===== config.mk =====
export PLATFORM = sky130hd
export DESIGN_NAME = truth_table_sweeper
export DESIGN_NICKNAME = d
export VERILOG_FILES = /design/src/rtl/tts_pkg.sv /design/src/rtl/tt_bit_select.sv /design/src/rtl/truth_table_sweeper.sv
export SDC_FILE = /design/constraint.sdc
export NUM_CORES = 1
export LEC_CHECK = 0
export CORE_MARGIN = 2
export CORE_UTILIZATION = 25
export CTS_BUF_LIST = sky130_fd_sc_hd__clkbuf_8 sky130_fd_sc_hd__clkbuf_16
export CTS_CLUSTER_DIAMETER = 30
export DETAILED_ROUTE_END_ITERATION = 7
export PLACE_DENSITY = 0.53
export REMOVE_ABC_BUFFERS = 1
export SLEW_MARGIN = 5
export SYNTH_ARGS = -nofsm -noshare
export SYNTH_HDL_FRONTEND = slang
export SYNTH_SLANG_ARGS = --single-unit

===== constraint.sdc =====
create_clock -name clk -period 1.9 [get_ports clk]
set_clock_uncertainty 0.1 [all_clocks]
set_input_delay 0.38 -clock clk [delete_from_list [all_inputs] [get_ports clk]]
set_output_delay 0.38 -clock clk [all_outputs]
set_load 0.05 [all_outputs]

===== src/rtl/tts_pkg.sv =====
// Shared definitions for the truth-table sweeper: FSM state encoding and
// helpers that give the first and last swept index for a given direction.
package tts_pkg;

    typedef enum logic [1:0] {
        ST_IDLE = 2'd0,
        ST_RUN  = 2'd1,
        ST_DONE = 2'd2
    } state_t;

    // Index the sweep starts from.
    function automatic int unsigned first_idx(input int unsigned n_in, input bit descend);
        return descend ? ((32'd1 << n_in) - 32'd1) : 32'd0;
    endfunction

    // Index whose transfer ends the sweep.
    function automatic int unsigned last_idx(input int unsigned n_in, input bit descend);
        return descend ? 32'd0 : ((32'd1 << n_in) - 32'd1);
    endfunction

endpackage


===== src/rtl/tt_bit_select.sv =====
// TT_W:1 bit multiplexer: returns entry idx of a 2**N_IN-bit truth table.
module tt_bit_select
    import tts_pkg::*;
#(
    parameter  int N_IN = 3,
    localparam int TT_W = 2 ** N_IN
) (
    input  logic [TT_W-1:0] tbl,
    input  logic [N_IN-1:0] idx,
    output logic            bit_o
);

    assign bit_o = tbl[idx];

endmodule


===== src/rtl/truth_table_sweeper.sv =====
// Truth-table sweeper: captures a 2**N_IN-bit function table on start, then
// streams every (input vector, f(vector)) pair over a valid/ready handshake
// while counting minterms. Sweep direction is set by DESCEND.
// Optional build macro SWEEP_CHECK_EN adds an expected-table comparison with
// per-pair mismatch flag, error counter and a pass flag.
module truth_table_sweeper
    import tts_pkg::*;
#(
    parameter  int N_IN    = 3,
    parameter  int DESCEND = 0,
    localparam int TT_W    = 2 ** N_IN,
    localparam int CNT_W   = N_IN + 1
) (
    input  logic             clk,
    input  logic             reset,
    input  logic             start,
    input  logic [TT_W-1:0]  tt,
`ifdef SWEEP_CHECK_EN
    input  logic [TT_W-1:0]  exp_tt,
`endif
    input  logic             out_ready,
    output logic             out_valid,
    output logic [N_IN-1:0]  out_idx,
    output logic             out_s,
    output logic             busy,
    output logic             done,
`ifdef SWEEP_CHECK_EN
    output logic             out_mismatch,
    output logic [CNT_W-1:0] err_cnt,
    output logic             pass,
`endif
    output logic [CNT_W-1:0] ones_cnt
);

    localparam int unsigned   FIRST_I  = first_idx(N_IN, DESCEND != 0);
    localparam int unsigned   LAST_I   = last_idx(N_IN, DESCEND != 0);
    localparam logic [N_IN-1:0] FIRST_IDX = FIRST_I[N_IN-1:0];
    localparam logic [N_IN-1:0] LAST_IDX  = LAST_I[N_IN-1:0];

    state_t            state_q, state_d;
    logic [TT_W-1:0]   tt_q, tt_d;
    logic [N_IN-1:0]   idx_q, idx_d;
    logic [CNT_W-1:0]  ones_cnt_q, ones_cnt_d;
    logic              sel_bit;
    logic              accept;

`ifdef SWEEP_CHECK_EN
    logic [TT_W-1:0]   exp_tt_q, exp_tt_d;
    logic [CNT_W-1:0]  err_cnt_q, err_cnt_d;
    logic              pass_q, pass_d;
    logic              exp_bit;
    logic              mismatch;
`endif

    // f(idx) comes only from registered state, so no input reaches out_s.
    tt_bit_select #(.N_IN(N_IN)) u_sel_f (
        .tbl   (tt_q),
        .idx   (idx_q),
        .bit_o (sel_bit)
    );

`ifdef SWEEP_CHECK_EN
    tt_bit_select #(.N_IN(N_IN)) u_sel_exp (
        .tbl   (exp_tt_q),
        .idx   (idx_q),
        .bit_o (exp_bit)
    );
    assign mismatch     = sel_bit ^ exp_bit;
    assign out_mismatch = mismatch & (state_q == ST_RUN);
    assign err_cnt      = err_cnt_q;
    assign pass         = pass_q;
`endif

    assign out_valid = (state_q == ST_RUN);
    assign busy      = (state_q == ST_RUN);
    assign done      = (state_q == ST_DONE);
    assign out_idx   = idx_q;
    assign out_s     = sel_bit;
    assign ones_cnt  = ones_cnt_q;

    // Next-state logic: advance on each transfer, restart from IDLE or DONE.
    always_comb begin
        state_d    = state_q;
        tt_d       = tt_q;
        idx_d      = idx_q;
        ones_cnt_d = ones_cnt_q;
`ifdef SWEEP_CHECK_EN
        exp_tt_d   = exp_tt_q;
        err_cnt_d  = err_cnt_q;
        pass_d     = pass_q;
`endif
        accept     = start && ((state_q == ST_IDLE) || (state_q == ST_DONE));

        unique case (state_q)
            ST_IDLE: begin
                state_d = ST_IDLE;
            end
            ST_RUN: begin
                if (out_ready) begin
                    ones_cnt_d = ones_cnt_q + CNT_W'(sel_bit);
`ifdef SWEEP_CHECK_EN
                    err_cnt_d  = err_cnt_q + CNT_W'(mismatch);
`endif
                    if (idx_q == LAST_IDX) begin
                        state_d = ST_DONE;
`ifdef SWEEP_CHECK_EN
                        pass_d  = (err_cnt_d == '0);
`endif
                    end else if (DESCEND != 0) begin
                        idx_d = idx_q - N_IN'(1);
                    end else begin
                        idx_d = idx_q + N_IN'(1);
                    end
                end
            end
            ST_DONE: begin
                state_d = ST_IDLE;
            end
            default: begin
                state_d = ST_IDLE;
            end
        endcase

        // A start seen in IDLE or in the single DONE cycle loads a fresh sweep.
        if (accept) begin
            state_d    = ST_RUN;
            tt_d       = tt;
            idx_d      = FIRST_IDX;
            ones_cnt_d = '0;
`ifdef SWEEP_CHECK_EN
            exp_tt_d   = exp_tt;
            err_cnt_d  = '0;
            pass_d     = 1'b0;
`endif
        end
    end

    // State and datapath registers with synchronous active-high reset.
    always_ff @(posedge clk) begin
        if (reset) begin
            state_q    <= ST_IDLE;
            tt_q       <= '0;
            idx_q      <= '0;
            ones_cnt_q <= '0;
`ifdef SWEEP_CHECK_EN
            exp_tt_q   <= '0;
            err_cnt_q  <= '0;
            pass_q     <= 1'b0;
`endif
        end else begin
            state_q    <= state_d;
            tt_q       <= tt_d;
            idx_q      <= idx_d;
            ones_cnt_q <= ones_cnt_d;
`ifdef SWEEP_CHECK_EN
            exp_tt_q   <= exp_tt_d;
            err_cnt_q  <= err_cnt_d;
            pass_q     <= pass_d;
`endif
        end
    end

endmodule


# After elaboration in Yosys (flattened, before gate mapping)
# Cells that the tools add are included.
# totals
register_bits	17
output_inout_bits	11
word_cells	30
# classes
addsub	2
order_cmp	1
eq_ne	5
muxes	6
bitwise	2
n_reduce_logical	9
# op_table
op	count
2-bit AND reduction	3
1-bit 2-to-1 mux	5
4-bit by 1-bit adder with 4-bit output	1
3-bit by 4-bit < comparator with 1-bit output (second input constant)	1
3-bit by 1-bit adder with 3-bit output (second input constant)	1
1-bit binary-select mux with 3-bit select	1
3-bit equality test (second input constant)	1
3-bit by 1-bit inequality test with 1-bit output (second input constant)	1
3-bit by 2-bit inequality test with 1-bit output (second input constant)	1
3-bit AND reduction	1
3-bit OR reduction	1
2-bit by 1-bit equality test with 1-bit output (second input constant)	1
2-bit equality test (second input constant)	1
2-bit logical NOT	1
1-bit inverter	2
2-bit OR reduction	1
1-bit logical AND	1
1-bit logical OR	1

# Depth between registers and ports, before layout
# logic_depth
ltp_word	5
ltp_mapped	7

# Cells and area by module
# Synthesis repeated with hierarchy kept, for this count alone.
# unflattened
hier_cells	84
area_unflattened_um2	767.0
# by_module_without_submodules
module	instances	cells_each	area_each_um2	seq_area_each_um2
truth_table_sweeper	1	81	703.2	340.3
tt_bit_select	1	3	63.8	0.0

# Worst setup path before layout
# Ideal clock, no wire load.
# synth_timing
path_type	register -> register
from	register idx_q[0] (netlist: out_idx[0])
to	register ones_cnt_q[2] (netlist: ones_cnt[2])
setup_time_ns	0.121
t_arrival_ns	2.410
t_required_ns	1.679
slack_ns	-0.731
path_stages_with_launch	8
path_buffers	0
synth_period_minus_slack_ns	2.631
path_cell_list	dfxtp_1 > mux4_1 > mux2_2 > ha_1 > ha_1 > nand4b_1 > xor2_1 > nor2_1
# synth_between
elab_chain_cells	3
# synth_lines
item	line_no	text
start: declaration	truth_table_sweeper.sv:42	logic [N_IN-1:0] idx_q, idx_d;
start signal: assignment	truth_table_sweeper.sv:153	idx_q <= idx_d;
1-bit binary-select mux with 3-bit select	tt_bit_select.sv:13	assign bit_o = tbl[idx];
1-bit 2-to-1 mux (implied by the code)	tt_bit_select.sv:13	
net out_s	truth_table_sweeper.sv:24	output logic out_s,
4-bit by 1-bit adder with 4-bit output	truth_table_sweeper.sv:100	ones_cnt_d = ones_cnt_q + CNT_W'(sel_bit);
end signal: assignment	truth_table_sweeper.sv:154	ones_cnt_q <= ones_cnt_d;
end: declaration	truth_table_sweeper.sv:43	logic [CNT_W-1:0] ones_cnt_q, ones_cnt_d;
# The timed path passes the listed nets, and every way through them passes these cells. The select of a mux whose other input is x is not followed.
# A chain may end at the register's enable or synchronous reset.

# Worst setup path in the final report
# layout_timing
from	register idx_q[0] (netlist: out_idx[0])
to	output port out_s
# layout_between
elab_chain_cells	2
# layout_lines
item	line_no
1-bit binary-select mux with 3-bit select	tt_bit_select.sv:13
1-bit 2-to-1 mux (implied by the code)	tt_bit_select.sv:13
end: declaration	truth_table_sweeper.sv:24
# Every way passes these cells. The select of a mux whose other input is x is not followed.

==> impl_metrics.yaml <==
outcome:
  status: "finished, violations left"
  failed_checks: "design-rule violations, negative setup slack"
grt:
  grt_max_degree: 11
  grt_pass1_wl_microns: 3130
  globalRoute.totalOverflow: 0
  via_count_of_the_first_global_routing_pass: 676
  grt_util_overall: 0.118
  antenna_found_initial: 0
critical_path:
  timing.setup.critical_path_class: "flip-flop to primary output"
  crit_path_arrival_time_ps: 1660
  worst_ep_required_time_ps: 1420
  critical-path-slowest-cell: "sky130_fd_sc_hd__mux4_2"
  crit_path_end_kind: "primary output"
  worstPathCellList: "mux4_2, mux2_4, buf_6, buf_8"
  timing.critical_path.slowest_cell_delay_ps: 490
  worst_path_dominant_cell_family: "multiplexers"
  cp_buf_inv_count: 2
  crit_path_max_fanout: 4
  worstSetupStartpointType: "flip-flop"
clocking:
  number_of_buffers_added_to_fix_hold_violations_after_cts: 0
  cts_root_buffer: "sky130_fd_sc_hd__clkbuf_8"
  ctsHtreeMaxLevel: 1
  cts.sinks: 17
  clk-insertion-delay-late_ps: 260
  clockBufferDepth: 2
  cts_tree: "built"
  path_clk_slew_ps: 70
  numCtsBuffers: 3
synthesis:
  post_synth_fa_ha_maj_area_fraction: 0.0662
  yosysTopAreaCell: "sky130_fd_sc_hd__dfxtp_1"
  area_contributors_post_synth: "sky130_fd_sc_hd__dfxtp_1, sky130_fd_sc_hd__nand2_1, sky130_fd_sc_hd__a21oi_1, sky130_fd_sc_hd__mux4_1, sky130_fd_sc_hd__ha_1"
  netlist_instances: 84
  synthArstFlopShare: 0
  synth_area_sq_um: 756
  yosys.cell_types.count: 21
  synth_seq_cells: 17
  synth_commonest_cells: "sky130_fd_sc_hd__nand2_1, sky130_fd_sc_hd__dfxtp_1, sky130_fd_sc_hd__a21oi_1"
  synth_edf_count: 0
  yosys_warnings: 0
  synth-xor-area-share: 0.0232
  synth_top_family_by_area: "simple AND/OR/NAND/NOR gates"
  synth_sequential_area_ratio: 0.450
  yosys.area_share.simple: 0.237
  yosys.area.top_type_share: 0.450
  synth_compound_gate_area_share: 0.113
  synth.most_common_cell: "sky130_fd_sc_hd__nand2_1"
  syn_area_cell_sq_um: 9.00
  mux_cell_area_share_after_synthesis: 0.0844
  ys.flop_type: "sky130_fd_sc_hd__dfxtp_1"
drt:
  postRouteWirelength_microns: 1820
  vias: 689
  routedWlPerCell_microns: 12.3
  count_of_nets_left_with_antenna_violations_after_detail_routing: 0
  detail_route.first_pass.iterations: 6
  first_iter_violations: 9
  number_of_drc_violations_after_detailed_routing: 3
  routed_vias_inst: 4.66
floorplanning:
  die_x_microns: 59.0
  die_h_microns: 59.0
  initial_core_util: 0.269
  core_area_sq_mm: 0.00281
  design.portCount: 23
  std_cell_rows: 19
  design.die.area_sq_mm: 0.00348
cells_and_area:
  register_area_sq_um: 344
  layout_area_overhead_pct: 54.8
  diodes: 0
  multi_input_gate_area_sq_um: 418
  final_cell_count_no_fill: 148
  layout-drive-gt1-share: 0.291
  count_of_nets_after_finishing: 134
  fill_cells: 282
sta:
  share_of_the_cycle_needed_by_the_critical_path_after_routing: 1.13
  max-slew-margin-rel: 0.791
  hold_viol_final: 0
  setup_viol: 4
  fin_setup_tns_ps: -625
  finalHoldWorstSlack_ps: 360
  fin_crit_ps: 2140
  setup_ws_ps: -244
  tightest_slew_ps: 313
  rsz0062_at_grt: "yes"
  report.final.slew_viol_count: 0
  fmax_ghz: 0.466
power_and_ir_drop:
  totalPowerFinal_w: 0.000796
  power_density_mw_per_mm2: 680
  p_leak_nw: 0.466
  power.ir.vdd_worst_v: 0.000485
worst_hold_path:
  holdCritPathClass: "flip-flop to flip-flop"
placement:
  place.detailed.instances: 143
  place.detailed.hpwl_microns: 1380
  pre_cts_slack_ps: -246
  portBuffers: 22
  gp_routability_congestion: 0.708
run:
  drv.max_cap_violation_count: 0
==> worst min-delay path, delay by kind of cell (launching register included) <==
family	cells	cell delay (ps)
AO/OA/AOI/OAI	1	50
AND/OR/NAND/NOR	1	50
flip-flops	1	310
==> final timing paths <==
| kind | start | cells after the start | slack, ps | to |
|---|---|---|---|---|
| hold reg to reg | tt_q[3] | 2 | 360 | tt_q[3] |
| setup / recovery | out_idx[0] | 4 | -240 | out_s |
| hold / removal | tt_q[3] | 2 | 360 | tt_q[3] |
| setup reg to reg | out_idx[0] | 8 | -230 | ones_cnt[2] |
==> power by group <==
| part | internal [W] | leakage (nW) | total [W] | switching [W] |
|---|---|---|---|---|
| Combinational | 0.0000770 | 0.300 | 0.000146 | 0.0000693 |
| Sequential | 0.000369 | 0.139 | 0.000379 | 0.00000976 |
| Clock | 0.000143 | 0.0269 | 0.000271 | 0.000127 |
==> per-stage QoR <==
| step | cell area (sq um) | util |
|---|---|---|
| 3_5_place_dp | 1080 | 0.385 |
| 6_report | 1170 | 0.417 |
| 4_1_cts | 1160 | 0.415 |
| 5_1_grt | 1170 | 0.417 |
| 2_1_floorplan | 736 | - |
| 3_3_place_gp | 1080 | 0.385 |
==> flip-flops by register name, summed over array words and instances (netlist names) <==
name and flops:
out_idx 3, state_q 2, ones_cnt 4, tt_q 8
==> cell type report <==
type / instances / area share
multi-input cells: 63 / 0.357
flip-flops and latches: 17 / 0.294
repair buffers: 33 / 0.277
clock buffers: 3 / 0.0353
well taps: 31 / 0.0332
clock inverters: 1 / 0.00321
==> layout by cell type, fill, tap and decap left out, drive strengths merged <==
master	count
clkbuf	3
nand2b	2
mux2	1
dfxtp	17
nand4b	1
nor2	3
xnor2	1
clkdlybuf4s50	11
nand3	3
or3	1
o21ai	3
xor2	1
inv	1
a21oi	14
nand2	21
nor3b	1
ha	4
buf	22
nand3b	1
nor2b	3
and4bb	1
mux4	2
==> cell families after synthesis <==
| group | Yosys count |
|---|---|
| AO/OA/AOI/OAI | 17 |
| XOR/XNOR | 2 |
| adder cells (fa/ha/maj) | 4 |
| buffers and inverters | 4 |
| flip-flops | 17 |
| multiplexers | 3 |
| AND/OR/NAND/NOR | 37 |
==> metal layers <==
metal	up-vias	GRT usage	part of all wire
met5	-	0	0
met4	0	0.00974	0
met3	0	0.0393	0.067
met2	23	0.198	0.46
met1	311	0.152	0.47
li1	355	-	-
==> repair_timing <==
action	CTS	global route
resized for setup	12	1
gates cloned	0	0
endpoints found under the setup margin	5	5
buffers inserted	1	0
pin swaps	2	2
Power figures use the tool's default switching activity.
